**src/rtl/mux_sel_skid_pkg.sv**
```systemverilog
// Shared types for the registered select stage.
// State encoding of the two-entry skid buffer.
package mux_sel_skid_pkg;

    typedef enum logic [1:0] {
        S_EMPTY = 2'd0,
        S_ONE   = 2'd1,
        S_TWO   = 2'd2
    } skid_state_t;

endpackage

```
**src/rtl/mux_sel_comb.sv**
```systemverilog
// Combinational N:1 select with range check.
// An out-of-range index yields a zero word and err=1.
module mux_sel_comb
    import mux_sel_skid_pkg::*;
#(
    parameter int DATA_BITS  = 32,
    parameter int NUM_INPUTS = 4,
    parameter int SEL_BITS   = $clog2(NUM_INPUTS)
) (
    input  logic [SEL_BITS-1:0]             i_sel,
    input  logic [NUM_INPUTS*DATA_BITS-1:0] i_data,
    output logic [DATA_BITS-1:0]            o_data,
    output logic                            o_err
);

    logic w_err;

    assign w_err = (int'(i_sel) >= NUM_INPUTS);
    assign o_err = w_err;

    // Pick the indexed source; default zero covers out-of-range.
    always_comb begin
        o_data = '0;
        for (int k = 0; k < NUM_INPUTS; k++) begin
            if (i_sel == SEL_BITS'(k)) begin
                o_data = i_data[k*DATA_BITS +: DATA_BITS];
            end
        end
    end

endmodule

```
**src/rtl/mux_sel_skid.sv**
```systemverilog
// Registered N-way select stage with valid/ready handshake
// and a two-entry skid buffer (main drives outputs, skid absorbs).
module mux_sel_skid
    import mux_sel_skid_pkg::*;
#(
    parameter int DATA_BITS  = 32,
    parameter int NUM_INPUTS = 4,
    parameter int SEL_BITS   = $clog2(NUM_INPUTS)
) (
    input  logic                            clk,
    input  logic                            rst,
    input  logic                            in_valid,
    output logic                            in_ready,
    input  logic [SEL_BITS-1:0]             in_sel,
    input  logic [NUM_INPUTS*DATA_BITS-1:0] in_data,
    input  logic                            flush,
    output logic                            out_valid,
    input  logic                            out_ready,
    output logic [DATA_BITS-1:0]            out_data,
    output logic [SEL_BITS-1:0]             out_sel,
    output logic                            sel_err
);

    typedef struct packed {
        logic                 err;
        logic [SEL_BITS-1:0]  sel;
        logic [DATA_BITS-1:0] data;
    } entry_t;

    skid_state_t r_state;
    skid_state_t w_state_nxt;

    entry_t r_main;
    entry_t r_skid;
    entry_t w_new;

    logic [DATA_BITS-1:0] w_mux_data;
    logic                 w_mux_err;
    logic                 w_in_xfer;
    logic                 w_out_xfer;
    logic                 w_load_main;
    logic                 w_load_skid;
    logic                 w_skid_to_main;

    mux_sel_comb #(
        .DATA_BITS  (DATA_BITS),
        .NUM_INPUTS (NUM_INPUTS),
        .SEL_BITS   (SEL_BITS)
    ) u_sel (
        .i_sel  (in_sel),
        .i_data (in_data),
        .o_data (w_mux_data),
        .o_err  (w_mux_err)
    );

    assign w_new = '{err: w_mux_err, sel: in_sel, data: w_mux_data};

    // Handshake decoded from the state register only.
    assign in_ready   = (r_state != S_TWO);
    assign out_valid  = (r_state != S_EMPTY);
    assign w_in_xfer  = in_valid && in_ready;
    assign w_out_xfer = out_valid && out_ready;

    assign out_data = r_main.data;
    assign out_sel  = r_main.sel;
    assign sel_err  = r_main.err;

    // Next state and register-load controls; flush overrides all.
    always_comb begin
        w_state_nxt    = r_state;
        w_load_main    = 1'b0;
        w_load_skid    = 1'b0;
        w_skid_to_main = 1'b0;
        if (flush) begin
            w_state_nxt = S_EMPTY;
        end else begin
            unique case (r_state)
                S_EMPTY: begin
                    if (w_in_xfer) begin
                        w_state_nxt = S_ONE;
                        w_load_main = 1'b1;
                    end
                end
                S_ONE: begin
                    if (w_in_xfer && w_out_xfer) begin
                        w_load_main = 1'b1;
                    end else if (w_in_xfer) begin
                        w_state_nxt = S_TWO;
                        w_load_skid = 1'b1;
                    end else if (w_out_xfer) begin
                        w_state_nxt = S_EMPTY;
                    end
                end
                S_TWO: begin
                    if (w_out_xfer) begin
                        w_state_nxt    = S_ONE;
                        w_skid_to_main = 1'b1;
                    end
                end
                default: begin
                    w_state_nxt = S_EMPTY;
                end
            endcase
        end
    end

    // State register.
    always_ff @(posedge clk or posedge rst) begin
        if (rst) begin
            r_state <= S_EMPTY;
        end else begin
            r_state <= w_state_nxt;
        end
    end

    // Entry registers; main clears on reset so outputs read zero.
    always_ff @(posedge clk or posedge rst) begin
        if (rst) begin
            r_main <= '0;
            r_skid <= '0;
        end else begin
            if (w_load_main) begin
                r_main <= w_new;
            end else if (w_skid_to_main) begin
                r_main <= r_skid;
            end
            if (w_load_skid) begin
                r_skid <= w_new;
            end
        end
    end

endmodule

```
**config.mk**
```make
export PLATFORM = sky130hd
export DESIGN_NAME = mux_sel_skid
export DESIGN_NICKNAME = d
export VERILOG_FILES = /design/src/rtl/mux_sel_skid_pkg.sv /design/src/rtl/mux_sel_comb.sv /design/src/rtl/mux_sel_skid.sv
export SDC_FILE = /design/constraint.sdc
export NUM_CORES = 1
export LEC_CHECK = 0
export ABC_CLOCK_PERIOD_IN_PS = 3900
export CAP_MARGIN = 15
export CORE_MARGIN = 10
export CORE_UTILIZATION = 62
export DETAILED_ROUTE_END_ITERATION = 10
export DONT_BUFFER_PORTS = 1
export PLACE_DENSITY = 0.75
export SLEW_MARGIN = 20
export SYNTH_ARGS = -nofsm -noshare
export SYNTH_HDL_FRONTEND = slang
export SYNTH_SLANG_ARGS = --single-unit
```
**constraint.sdc**
```tcl
create_clock -name clk -period 3.9 [get_ports clk]
set_input_delay 0.39 -clock clk [delete_from_list [all_inputs] [get_ports clk]]
set_output_delay 0.39 -clock clk [all_outputs]
set_load 0.01 [all_outputs]
```
After elaboration in Yosys (flattened, before gate mapping)
Index checks and enable logic that the tools add are counted.
{"block": "word_totals", "ram_bits": 0, "latch_bits": 0, "wordCells": 47, "ff_bits": 71, "in_bits": 135, "romBits": 0, "mem_count": 0, "output_inout_bits": 37}
{"block": "op_classes", "n_reduce_logical": 8, "n_bitwise": 0, "magnitude_cmp": 0, "mux": 23, "n_addsub": 0, "div": 0, "mul": 0, "shift": 0, "eq_ne": 10}
{"op": "$mux W32", "count": 4}
{"op": "$mux W35", "count": 2}
{"op": "$mux W2", "count": 6}
{"op": "$mux W1", "count": 9}
{"op": "$ne A3 B3 Y1 const B", "count": 3}
{"op": "$eq A2 B2 Y1 const B", "count": 3}
{"op": "$pmux W2 S3", "count": 1}
{"op": "$eq A2 B1 Y1 const B", "count": 2}
{"op": "$logic_not A2 Y1", "count": 2}
{"op": "$ne A4 B4 Y1 const B", "count": 1}
{"op": "$reduce_and A4 Y1", "count": 1}
{"op": "$reduce_bool A2 Y1", "count": 2}
{"op": "$logic_and A1 B1 Y1", "count": 3}
{"op": "$ne A2 B2 Y1 const B", "count": 1}
{"op": "$pmux W1 S2", "count": 1}

Longest topological paths before layout
Gate-level depths: netlist (run 1).
{"block": "depth", "ltp_word": 7, "depth_mapped": 5, "mapped_depth_nobuf": 3}

Cells and area by module
A second synthesis (run 1) with hierarchy kept.
{"block": "hier_totals", "cells_unflattened": 249, "hier_area_um2": 4107.7}
{"mod": "mux_sel_skid", "cells_per_inst": 208, "seq_area_each_um2": 1801.7, "area_per_inst_um2": 3281.9, "n_inst": 1}
{"mod": "mux_sel_comb", "cells_per_inst": 41, "seq_area_each_um2": 0.0, "area_per_inst_um2": 825.8, "n_inst": 1}

Least setup slack after synthesis (run 1)
OpenSTA, ideal clock, no wires.
{"block": "synth_path", "path_type": "input -> register", "startpoint": "input port in_sel[0]", "endpoint": "register r_main, in the netlist out_data[14]", "setup_time_ps": 125, "path_buffers": 2, "arrival_time_ps": 1681, "t_required_ps": 3775, "slack_ps": 2094, "stages": 4, "path_cell_list": "buf_2 buf_2 mux4_2 mux2_2"}
{"block": "synth_via", "elab_chain_len": 6, "word_cells_on_any_way": 9, "cone_classes": "eq/ne: 3; mux: 5; reduce/logical: 1"}
{"element": "start: declaration", "line_no": "mux_sel_skid.sv:14", "rtl": "input logic [SEL_BITS-1:0] in_sel,"}
{"element": "$logic_not A2 Y1", "line_no": "mux_sel_comb.sv:25", "rtl": "if (i_sel == SEL_BITS'(k)) begin"}
{"element": "$mux W32 (3 in a row)", "line_no": "mux_sel_comb.sv:25"}
{"element": "$mux W32 (*)", "line_no": "mux_sel_comb.sv:25"}
{"element": "$mux W35 (*)", "line_no": "mux_sel_skid.sv:122", "rtl": "if (w_load_main) begin"}
{"element": "end signal: assignment", "line_no": "mux_sel_skid.sv:123", "rtl": "r_main <= w_new;"}
{"element": "end signal: assignment", "line_no": "mux_sel_skid.sv:125", "rtl": "r_main <= r_skid;"}
{"element": "end: declaration", "line_no": "mux_sel_skid.sv:33", "rtl": "entry_t r_main;"}
Every way passes the cells marked *; elsewhere a longest branch is shown, timed or not.
A chain may end at the register's enable or synchronous reset.

Final worst setup path (run 1)
{"block": "layout_path", "startpoint": "register r_state[0]", "endpoint": "register r_main, in the netlist out_data[17]"}
{"block": "layout_via", "elab_chain_len": 7, "word_cells_on_any_way": 17, "cone_classes": "eq/ne: 3; mux: 8; reduce/logical: 6"}
{"element": "start: declaration", "line_no": "mux_sel_skid.sv:30", "rtl": "skid_state_t r_state;"}
{"element": "start signal: assignment", "line_no": "mux_sel_skid.sv:112", "rtl": "r_state <= w_state_nxt;"}
{"element": "$ne A2 B2 Y1 or $reduce_bool A2 Y1 (tied branches)", "line_no": "mux_sel_skid.sv:59, mux_sel_skid.sv:60"}
{"element": "$logic_and A1 B1 Y1 (on tied branches)", "line_no": "mux_sel_skid.sv:61, mux_sel_skid.sv:62"}
{"element": "$logic_and A1 B1 Y1", "line_no": "mux_sel_skid.sv:85", "rtl": "if (w_in_xfer && w_out_xfer) begin"}
{"element": "$mux W1", "line_no": "mux_sel_skid.sv:85"}
{"element": "$pmux W1 S2", "line_no": "mux_sel_skid.sv:77", "rtl": "unique case (r_state)"}
{"element": "$mux W1", "line_no": "mux_sel_skid.sv:74", "rtl": "if (flush) begin"}
{"element": "$mux W35 or $reduce_bool A2 Y1 (tied branches)"}
Several ways; a longest one is shown, not always the timed one.

==> results.json, run 1 <==
{
  "layout_min_cycle_time_ns": 2.20,
  "nets": 376,
  "cap_violations": 0,
  "grt_max_degree": 47,
  "cts_buffer_depth": 2,
  "grt_overflow": 0,
  "crit_chain": "and4bb_2 -> mux2_1 -> mux2_2",
  "use_met3": 0.0973,
  "numCtsBuffers": 9,
  "grt_usage": 0.187,
  "grt_pass1_wl_um": 14400,
  "final_hold_viol_count": 0,
  "cp.arrival_ns": 2.40,
  "use_met2": 0.313,
  "fp.dieW_um": 98.3,
  "synth-xor-area-share": 0,
  "ant_nets": 0,
  "wl_per_cell_um": 29.3,
  "route.detailed.drc": 0,
  "synthSimpleGateAreaFrac": 0.0405,
  "drt-total-wl_um": 9410,
  "finalNonFillerCells": 321,
  "setup_ws_ns": 1.70,
  "hold_path_class": "in -> reg",
  "skew_ns": 0.00600,
  "cts_sinks": 70,
  "slew_viol_final": 0,
  "synth_area_um2": 3800,
  "fin_tns_setup_ns": 0,
  "die_area_um2": 9660,
  "cts-root-buf": "clkbuf_8",
  "num_io_pins": 172,
  "fp.dieH_um": 98.3,
  "cp-end-kind": "flop",
  "vias_per_cell": 6.81,
  "slew_headroom": 0.385,
  "dp_hpwl_um": 7080,
  "critical_path_required_ns": 4.10,
  "crit_path_top_delay_cell": "and4bb_2",
  "core_um2": 5920,
  "drt-initial-drc-count": 86,
  "syn_area_per_cell_um2": 15.6,
  "worstMarginPinSlew_ns": 0.923,
  "drtPass1Iterations": 4,
  "yosys-top-cells-area": "dfrtp_1 (46%), mux4_2 (19%), mux2_2 (19%)",
  "fmaxAchievable_mhz": 455,
  "p_leak_nw": 1.62,
  "clk_latency_ns": 0.32,
  "vias": 2187,
  "cts.clk_slew.worst_paths_ns": 0.07,
  "first_global_vias": 2532,
  "cts_tree": "done",
  "synthCells": 244,
  "busiest_layer": "met2",
  "powerDensity_nw_per_um2": 491,
  "whs_ns": 0.139,
  "synth_compound_area_frac": 0.0346,
  "fin_crit_sh": 0.564,
  "htreeDepth": 3,
  "ys_seq_elements": 70,
  "io_buffer_count": 0,
  "rows": 28,
  "cp-start-kind": "flop",
  "finalPower_mw": 1.96,
  "met1_usage": 0.196,
  "synth_largest_area_cell": "dfrtp_1",
  "cp_max_fo": 35,
  "synth_cell_types": 29,
  "utilization": 0.675,
  "ir_worst_vdd_uv": 294,
  "dp_slack_ns": 1.66,
  "finalInstanceArea_um2": 4000,
  "cp_slowest_stage_delay_ns": 0.94,
  "start_util": 0.642,
  "status": "complete, no violations",
  "criticalPathCategory": "reg -> reg",
  "finalSetupViolCount": 0,
  "seq_area_frac_synth": 0.461,
  "yosys-mux-area-fraction": 0.435,
  "synth_fa_ha_area_frac": 0,
  "drive_gt1_frac": 0.482,
  "dpl_cell_area_um2": 3810,
  "ys_warn_count": 0,
  "synth_top_family_by_area": "multiplexers",
  "gp_congestion": 0.734,
  "synth_nets": 379,
  "rsz0062_at_grt": "no",
  "areaGrowthSynthToFinish_pct": 5.13,
  "dp.cells": 304,
  "antenna_found_initial": 1,
  "synth_top_area_frac": 0.461
}
==> cells in the final DEF (no fill, tap or decap), drive strengths merged <==
cell type and count:
mux2 82, dfrtp 70, mux4 32, clkbuf 14, and2 9, a221o 9, nand2 4, nand2b 3
buf 3, a21oi 3, diode 1, nor2b 1, nor3 1, and4bb 1, mux2i 1, nor3b 1
nand3 1, o21ai 1, or3b 1, o21ba 1, or2 1, inv 1, nand3b 1, a211oi 1
conb 1, clkinv 1, dlygate4sd3 1
==> worst max-delay path, delay by kind of cell (launching register included) <==
| kind | cells | cell delay (ns) |
|---|---|---|
| simple gates | 1 | 0.94 |
| mux | 2 | 0.67 |
| flops | 1 | 0.45 |
==> cell type report <==
| type | instances | area (um^2) |
|---|---|---|
| multi-input cells | 155 | 1950 |
| diodes | 1 | 2.50 |
| flip-flops and latches | 70 | 1750 |
| fillers | 396 | 1920 |
| clock inverters | 1 | 5.00 |
| well taps | 75 | 93.8 |
| inverters | 1 | 3.75 |
| clock buffers | 14 | 163 |
| repair buffers | 4 | 32.5 |
==> layer usage <==
metal	part of all wire	wire, um	up-vias
li1	-	-	943
met1	0.36	3390	1103
met2	0.50	4720	126
met3	0.12	1130	15
met4	0.019	177	0
met5	0	0	-
==> report_power, final <==
group	internal (mW)	switching, mW	total [mW]
Clock	0.262	0.242	0.504
Combinational	0.246	0.118	0.364
Sequential	0.926	0.167	1.09
==> Yosys cell counts <==
library cell,instances
or3b_2,1
dfrtp_1,70
o21ai_0,1
a211oi_1,1
buf_1,2
clkbuf_1,4
mux4_2,32
a21oi_1,2
nor2b_1,1
nand2_1,4
mux2i_1,1
nand2b_1,3
and2_1,9
and4bb_1,1
o21ba_2,1
nand3b_1,1
inv_1,1
buf_6,3
a21oi_2,1
mux2_1,19
conb_1,1
nand3_1,1
or2_2,1
nor3_1,1
mux2_2,63
a221o_1,9
nor3b_2,1
buf_2,8
buf_4,1
==> what timing repair did <==
item	4_1_cts	5_1_grt
endpoints found under the setup margin	0	0
endpoints found under the hold margin	24	0
setup buffers	0	0
resized for setup	0	0
hold buffers	1	0
==> logic make-up (layout without fill, tap and decap cells) <==
family | after synthesis | count (layout)
DFF | 70 | 70
buffers and inverters | 19 | 20
AOI/OAI and AO/OA | 15 | 15
and+or+nand+nor | 24 | 24
other | 1 | 2
muxes | 115 | 115
==> worst paths after layout <==
kind | from | to | slack, ns | depth (start not counted)
min in group asynchronous | rst | r_skid[17]$_DFFE_PP0P_ | 0.56 | 2
setup reg to reg | r_state[0]$_DFFE_PP0P_ | out_data[17]$_DFFE_PP0P_ | 1.70 | 3
hold reg to reg | r_skid[28]$_DFFE_PP0P_ | r_skid[28]$_DFFE_PP0P_ | 0.50 | 1
max in group asynchronous | rst | out_data[9]$_DFFE_PP0P_ | 2.37 | 3
hold / removal | out_ready | r_state[1]$_DFFE_PP0P_ | 0.14 | 1
setup / recovery | r_state[0]$_DFFE_PP0P_ | out_data[17]$_DFFE_PP0P_ | 1.70 | 3
==> sequential cells by signal, summed over array words and instances (netlist names) <==
| register | count |
|---|---|
| r_skid | 34 |
| r_state | 2 |
| out_data | 32 |
| out_sel | 2 |
Power figures use the tool's default switching activity.
==> run 2, diff against run 1 <==
--- a/config.mk
+++ b/config.mk
@@ -5,13 +5,13 @@
 export SDC_FILE = /design/constraint.sdc
 export NUM_CORES = 1
 export LEC_CHECK = 0
-export ABC_CLOCK_PERIOD_IN_PS = 3900
+export ABC_CLOCK_PERIOD_IN_PS = 1800
 export CAP_MARGIN = 15
 export CORE_MARGIN = 10
-export CORE_UTILIZATION = 62
+export CORE_UTILIZATION = 57
 export DETAILED_ROUTE_END_ITERATION = 10
 export DONT_BUFFER_PORTS = 1
-export PLACE_DENSITY = 0.75
+export PLACE_DENSITY = 0.72
 export SLEW_MARGIN = 20
 export SYNTH_ARGS = -nofsm -noshare
 export SYNTH_HDL_FRONTEND = slang
==> constraint.sdc (replaced) <==
create_clock -name clk -period 1.8 [get_ports clk]
set_input_delay 0.18 -clock clk [delete_from_list [all_inputs] [get_ports clk]]
set_output_delay 0.18 -clock clk [all_outputs]
set_load 0.01 [all_outputs]
==> run 2 against run 1 <==
First-iteration DRC count increased by 37%. Worst hold slack got worse by 0.11 ns. Wire length decreased by 2.6%. Register-to-register slack got worse by 1.6 ns. Combinational power increased by 120%. Clock-buffer cell count decreased by 1. Maximum frequency increased by 28%. Clock power increased by 100%. Global-route usage decreased by 1.1 points. Die area increased by 7.0%. Largest power group unchanged.
==> results.json, run 2 (synthesis results as in run 1) <==
{
  "core_um2": 6420,
  "setup_ws_ns": 0.0857,
  "critical_path_required_ns": 2.01,
  "grt_usage": 0.176,
  "powerDensity_nw_per_um2": 1010,
  "seqPwrFrac": 0.564,
  "cp.arrival_ns": 1.93,
  "vias": 2179,
  "ctsResizeCount": 0,
  "grt_pass1_wl_um": 13800,
  "fp.dieW_um": 102,
  "min_path_cells": 2,
  "dp.cells": 312,
  "rrSetupSlack_ns": 0.09,
  "grt_overflow": 0,
  "slew_headroom": 0.656,
  "htreeDepth": 3,
  "finalInstanceArea_um2": 4130,
  "wl_per_cell_um": 27.5,
  "ir_worst_vdd_uv": 659,
  "drtPass1Iterations": 4,
  "p_leak_nw": 1.68,
  "worstMarginPinSlew_ns": 0.516,
  "die_area_um2": 10300,
  "ctsHoldBuffers": 6,
  "criticalPathCategory": "reg -> reg",
  "cp-start-kind": "flop",
  "min_from": "in_sel[0]",
  "route.detailed.drc": 0,
  "largest_reg_flops": 34,
  "fp.dieH_um": 102,
  "status": "complete, no violations",
  "finalNonFillerCells": 334,
  "rsz0062_at_grt": "no",
  "num_io_pins": 172,
  "r2r_end": "out_data[21]$_DFFE_PP0P_",
  "r2r_start": "r_state[1]$_DFFE_PP0P_",
  "hold_path_class": "in -> reg",
  "rows": 29,
  "cts-root-buf": "clkbuf_8",
  "cts_sinks": 70,
  "drt-total-wl_um": 9170,
  "dp_hpwl_um": 6850,
  "slew_viol_final": 0,
  "cts_buffer_depth": 2,
  "start_util": 0.592,
  "cap_violations": 0,
  "layout_commonest_cell": "dfrtp_1",
  "dp_slack_ns": 0.0965,
  "io_buffer_count": 0,
  "cp_max_fo": 21,
  "p_clk_frac": 0.245,
  "grt_max_degree": 65,
  "vias_per_cell": 6.52,
  "regMostFlops": "r_skid",
  "finalSetupViolCount": 0,
  "hold_end": "out_sel[0]$_DFFE_PP0P_",
  "layout_min_cycle_time_ns": 1.71,
  "fin_crit_sh": 0.952,
  "antenna_found_initial": 0,
  "rr_worst_depth": 4,
  "drt-initial-drc-count": 118,
  "cts_setup_buffers": 0,
  "dpl_cell_area_um2": 3920,
  "fin_tns_setup_ns": 0,
  "cts_tree": "done",
  "nets": 387,
  "areaGrowthSynthToFinish_pct": 8.62,
  "cp-end-kind": "flop",
  "p_int_mw": 3.05,
  "fmaxAchievable_mhz": 583,
  "switching_share": 0.271,
  "layout_common_cells": "dfrtp_1 (70), mux2_2 (63), mux4_2 (32)",
  "ant_nets": 0,
  "drive_gt1_frac": 0.480,
  "cts.clk_slew.worst_paths_ns": 0.07,
  "skew_ns": 0.00918,
  "final_hold_viol_count": 0,
  "p_sw_mw": 1.13,
  "clk_latency_ns": 0.33,
  "numCtsBuffers": 9,
  "first_global_vias": 2498,
  "comb_power_share": 0.191,
  "gp_congestion": 0.763
}
run 2: cell type report:
| type | instances | area (um^2) |
|---|---|---|
| multi-input combinational | 155 | 1950 |
| fill | 477 | 2290 |
| clock buffer | 13 | 139 |
| timing repair buffer | 15 | 178 |
| clock inverter | 2 | 10.0 |
| sequential | 70 | 1750 |
| tap | 77 | 96.3 |
| antenna | 1 | 2.50 |
| inverter | 1 | 7.51 |
run 2: worst max path at each step:
stage | from | endpoint | slack (ns) | cells past startpoint
after floorplan | r_state[0]$_DFFE_PP0P_ | out_data[10]$_DFFE_PP0P_ | 0.13 | 5
after global placement | r_state[1]$_DFFE_PP0P_ | out_data[21]$_DFFE_PP0P_ | 0.16 | 4
after detailed placement | r_state[1]$_DFFE_PP0P_ | out_data[21]$_DFFE_PP0P_ | 0.1 | 4
after CTS | r_state[1]$_DFFE_PP0P_ | out_data[21]$_DFFE_PP0P_ | 0.08 | 4
after global routing | r_state[1]$_DFFE_PP0P_ | out_data[31]$_DFFE_PP0P_ | 0.0003 | 4
final | r_state[1]$_DFFE_PP0P_ | out_data[21]$_DFFE_PP0P_ | 0.09 | 4
run 2: power by group through the flow:
stage	combinational, mW	sequential [mW]	clock (mW)
3_3_place_gp	0.765	2.37	0
5_1_grt	0.881	2.41	1.12
2_1_floorplan	0.724	2.28	0
6_report	0.799	2.36	1.02
3_5_place_dp	0.798	2.39	0
4_1_cts	0.812	2.36	1.05
run 2: critical path, stage by stage, from the launching register on:
cell      delay, ns
dfrtp_1        0.46
and4bb_2       0.34
buf_12         0.19
mux2_1         0.32
mux2_2         0.27
run 2: metrics by stage:
stage	hold slack (ns)	power, mW	util
after global routing	0.0459	4.41	0.643
final	0.0261	4.18	0.643
after CTS	0.00299	4.23	0.643
after detailed placement	-0.0189	3.19	0.610
after global placement	-0.0212	3.14	0.610
after floorplan	0.247	3.00	-
run 2: layer usage:
layer / share of wire / track usage / vias up / wire length, um
li1: - / - / 964 / -
met1: 0.35 / 0.190 / 1092 / 3220
met2: 0.50 / 0.282 / 112 / 4590
met3: 0.13 / 0.0919 / 11 / 1230
met4: 0.015 / 0.0803 / 0 / 136
met5: 0 / 0 / - / 0
==> run 3, diff against run 2 <==
--- a/config.mk
+++ b/config.mk
@@ -12,6 +12,7 @@
 export DETAILED_ROUTE_END_ITERATION = 10
 export DONT_BUFFER_PORTS = 1
 export PLACE_DENSITY = 0.72
+export SETUP_SLACK_MARGIN = 0.4
 export SLEW_MARGIN = 20
 export SYNTH_ARGS = -nofsm -noshare
 export SYNTH_HDL_FRONTEND = slang
==> run 3 against run 2 <==
Sequential cell count did not move. Core utilization rose by 4.3 points. First-iteration DRC count fell by 36%. Total power rose by 14%.
==> results.json, run 3 (synthesis results as in run 1) <==
{
  "status": "complete, no violations",
  "clk_latency_ns": 0.33,
  "critical_path_required_ns": 2.02,
  "drive_gt1_frac": 0.524,
  "finalPower_mw": 4.75,
  "start_util": 0.592,
  "areaGrowthSynthToFinish_pct": 15.9,
  "dp_hpwl_um": 7180,
  "fp.dieH_um": 102,
  "rrSetupSlack_ns": 0.19,
  "min_from": "in_sel[0]",
  "cts.clk_slew.worst_paths_ns": 0.07,
  "fin_tns_setup_ns": 0,
  "gp_congestion": 0.730,
  "hold_path_class": "in -> reg",
  "finalNonFillerCells": 344,
  "num_antenna_cells": 0,
  "core_um2": 6420,
  "antenna_found_initial": 1,
  "nets": 397,
  "route.detailed.drc": 0,
  "setup_ws_ns": 0.186,
  "numCtsBuffers": 9,
  "grt_overflow": 0,
  "cp-start-kind": "flop",
  "layout_common_cells": "dfrtp_1 (69), mux2_2 (62), mux4_2 (32)",
  "ant_nets": 0,
  "htreeDepth": 3,
  "cts-root-buf": "clkbuf_8",
  "nFillCells": 445,
  "dpl_cell_area_um2": 3920,
  "cts_tree": "done",
  "num_io_pins": 172,
  "dp.cells": 311,
  "rows": 29,
  "regArea_um2": 1750,
  "fin_crit_sh": 0.896,
  "largest_reg_flops": 34,
  "layout_min_cycle_time_ns": 1.61,
  "min_path_cells": 1,
  "wl_per_cell_um": 29.5,
  "skew_ns": 0.00735,
  "die_area_um2": 10300,
  "whs_ns": 0.0190,
  "multi_input_area_um2": 2000,
  "grt_usage": 0.182,
  "grt_pass1_wl_um": 14500,
  "r2r_start": "r_state[0]$_DFFE_PP0P_",
  "fp.dieW_um": 102,
  "rsz0062_at_grt": "yes",
  "io_buffer_count": 0,
  "r2r_end": "out_data[29]$_DFFE_PP0P_",
  "cp.arrival_ns": 1.84,
  "p_leak_nw": 1.81,
  "drt-initial-drc-count": 75,
  "dp_slack_ns": 0.149,
  "finalSetupViolCount": 0,
  "finalInstanceArea_um2": 4410,
  "powerDensity_nw_per_um2": 1080,
  "regMostFlops": "r_skid",
  "cts_sinks": 70,
  "ir_worst_vdd_uv": 764,
  "cp-end-kind": "flop",
  "rr_worst_depth": 4,
  "cp_max_fo": 18,
  "slew_viol_final": 0,
  "cap_violations": 0,
  "layout_commonest_cell": "dfrtp_1",
  "fmaxAchievable_mhz": 620,
  "vias_per_cell": 6.56,
  "hold_end": "r_skid[32]$_DFFE_PP0P_",
  "drt-total-wl_um": 10200,
  "drtPass1Iterations": 4,
  "utilization": 0.686,
  "final_hold_viol_count": 0,
  "criticalPathCategory": "reg -> reg",
  "grt_max_degree": 71,
  "vias": 2257,
  "first_global_vias": 2650,
  "cts_buffer_depth": 2
}
[run 3: changes by cell type in the layout (fill, tap and decap cells not counted), sizes merged]
cell,change
buf,+7
clkinvlp,+1
a21oi,+1
clkinv,-1
bufinv,+3
diode,-1
[run 3: layer usage]
metal / global-route usage / up-vias / share of wire
met5: 0 / - / 0.0013
met4: 0.0627 / 2 / 0.014
met3: 0.0858 / 15 / 0.11
met2: 0.328 / 117 / 0.53
met1: 0.181 / 1139 / 0.34
li1: - / 984 / -
[run 3: worst max-delay path by stage]
stage	cells past startpoint	from	end
detailed placement	4	r_state[1]$_DFFE_PP0P_	out_data[11]$_DFFE_PP0P_
global placement	4	r_state[1]$_DFFE_PP0P_	out_data[30]$_DFFE_PP0P_
global route	4	r_state[0]$_DFFE_PP0P_	out_data[21]$_DFFE_PP0P_
finish	4	r_state[0]$_DFFE_PP0P_	out_data[29]$_DFFE_PP0P_
CTS	4	r_state[0]$_DFFE_PP0P_	out_data[30]$_DFFE_PP0P_
floorplan	5	r_state[0]$_DFFE_PP0P_	out_data[10]$_DFFE_PP0P_
[run 3: timing repair]
item,4_1_cts,5_1_grt
gates cloned,0,5
hold buffers,6,0
pin swaps,1,1
resized for setup,2,9
endpoints found under the hold margin,75,0
setup endpoints to repair,67,69
setup buffers,5,1
[run 3: cell type report]
cell class,instances,area share
Clock inverter,5,0.0241
Sequential cell,70,0.398
Multi-Input combinational cell,156,0.454
Clock buffer,11,0.0321
Inverter,1,0.00170
Timing Repair Buffer,24,0.0687
Tap cell,77,0.0219
[run 3: worst max-delay path, cell delays in order (launching register included)]
cell and delay, ns:
dfrtp_1 0.38, and4bb_4 0.35, buf_12 0.16, mux2_2 0.34
mux2_2 0.26
[run 3: power by group]
group	switching [mW]	internal [mW]	total (mW)
Combinational	0.274	0.576	0.850
Clock	0.581	0.962	1.54
Sequential	0.356	2.01	2.36
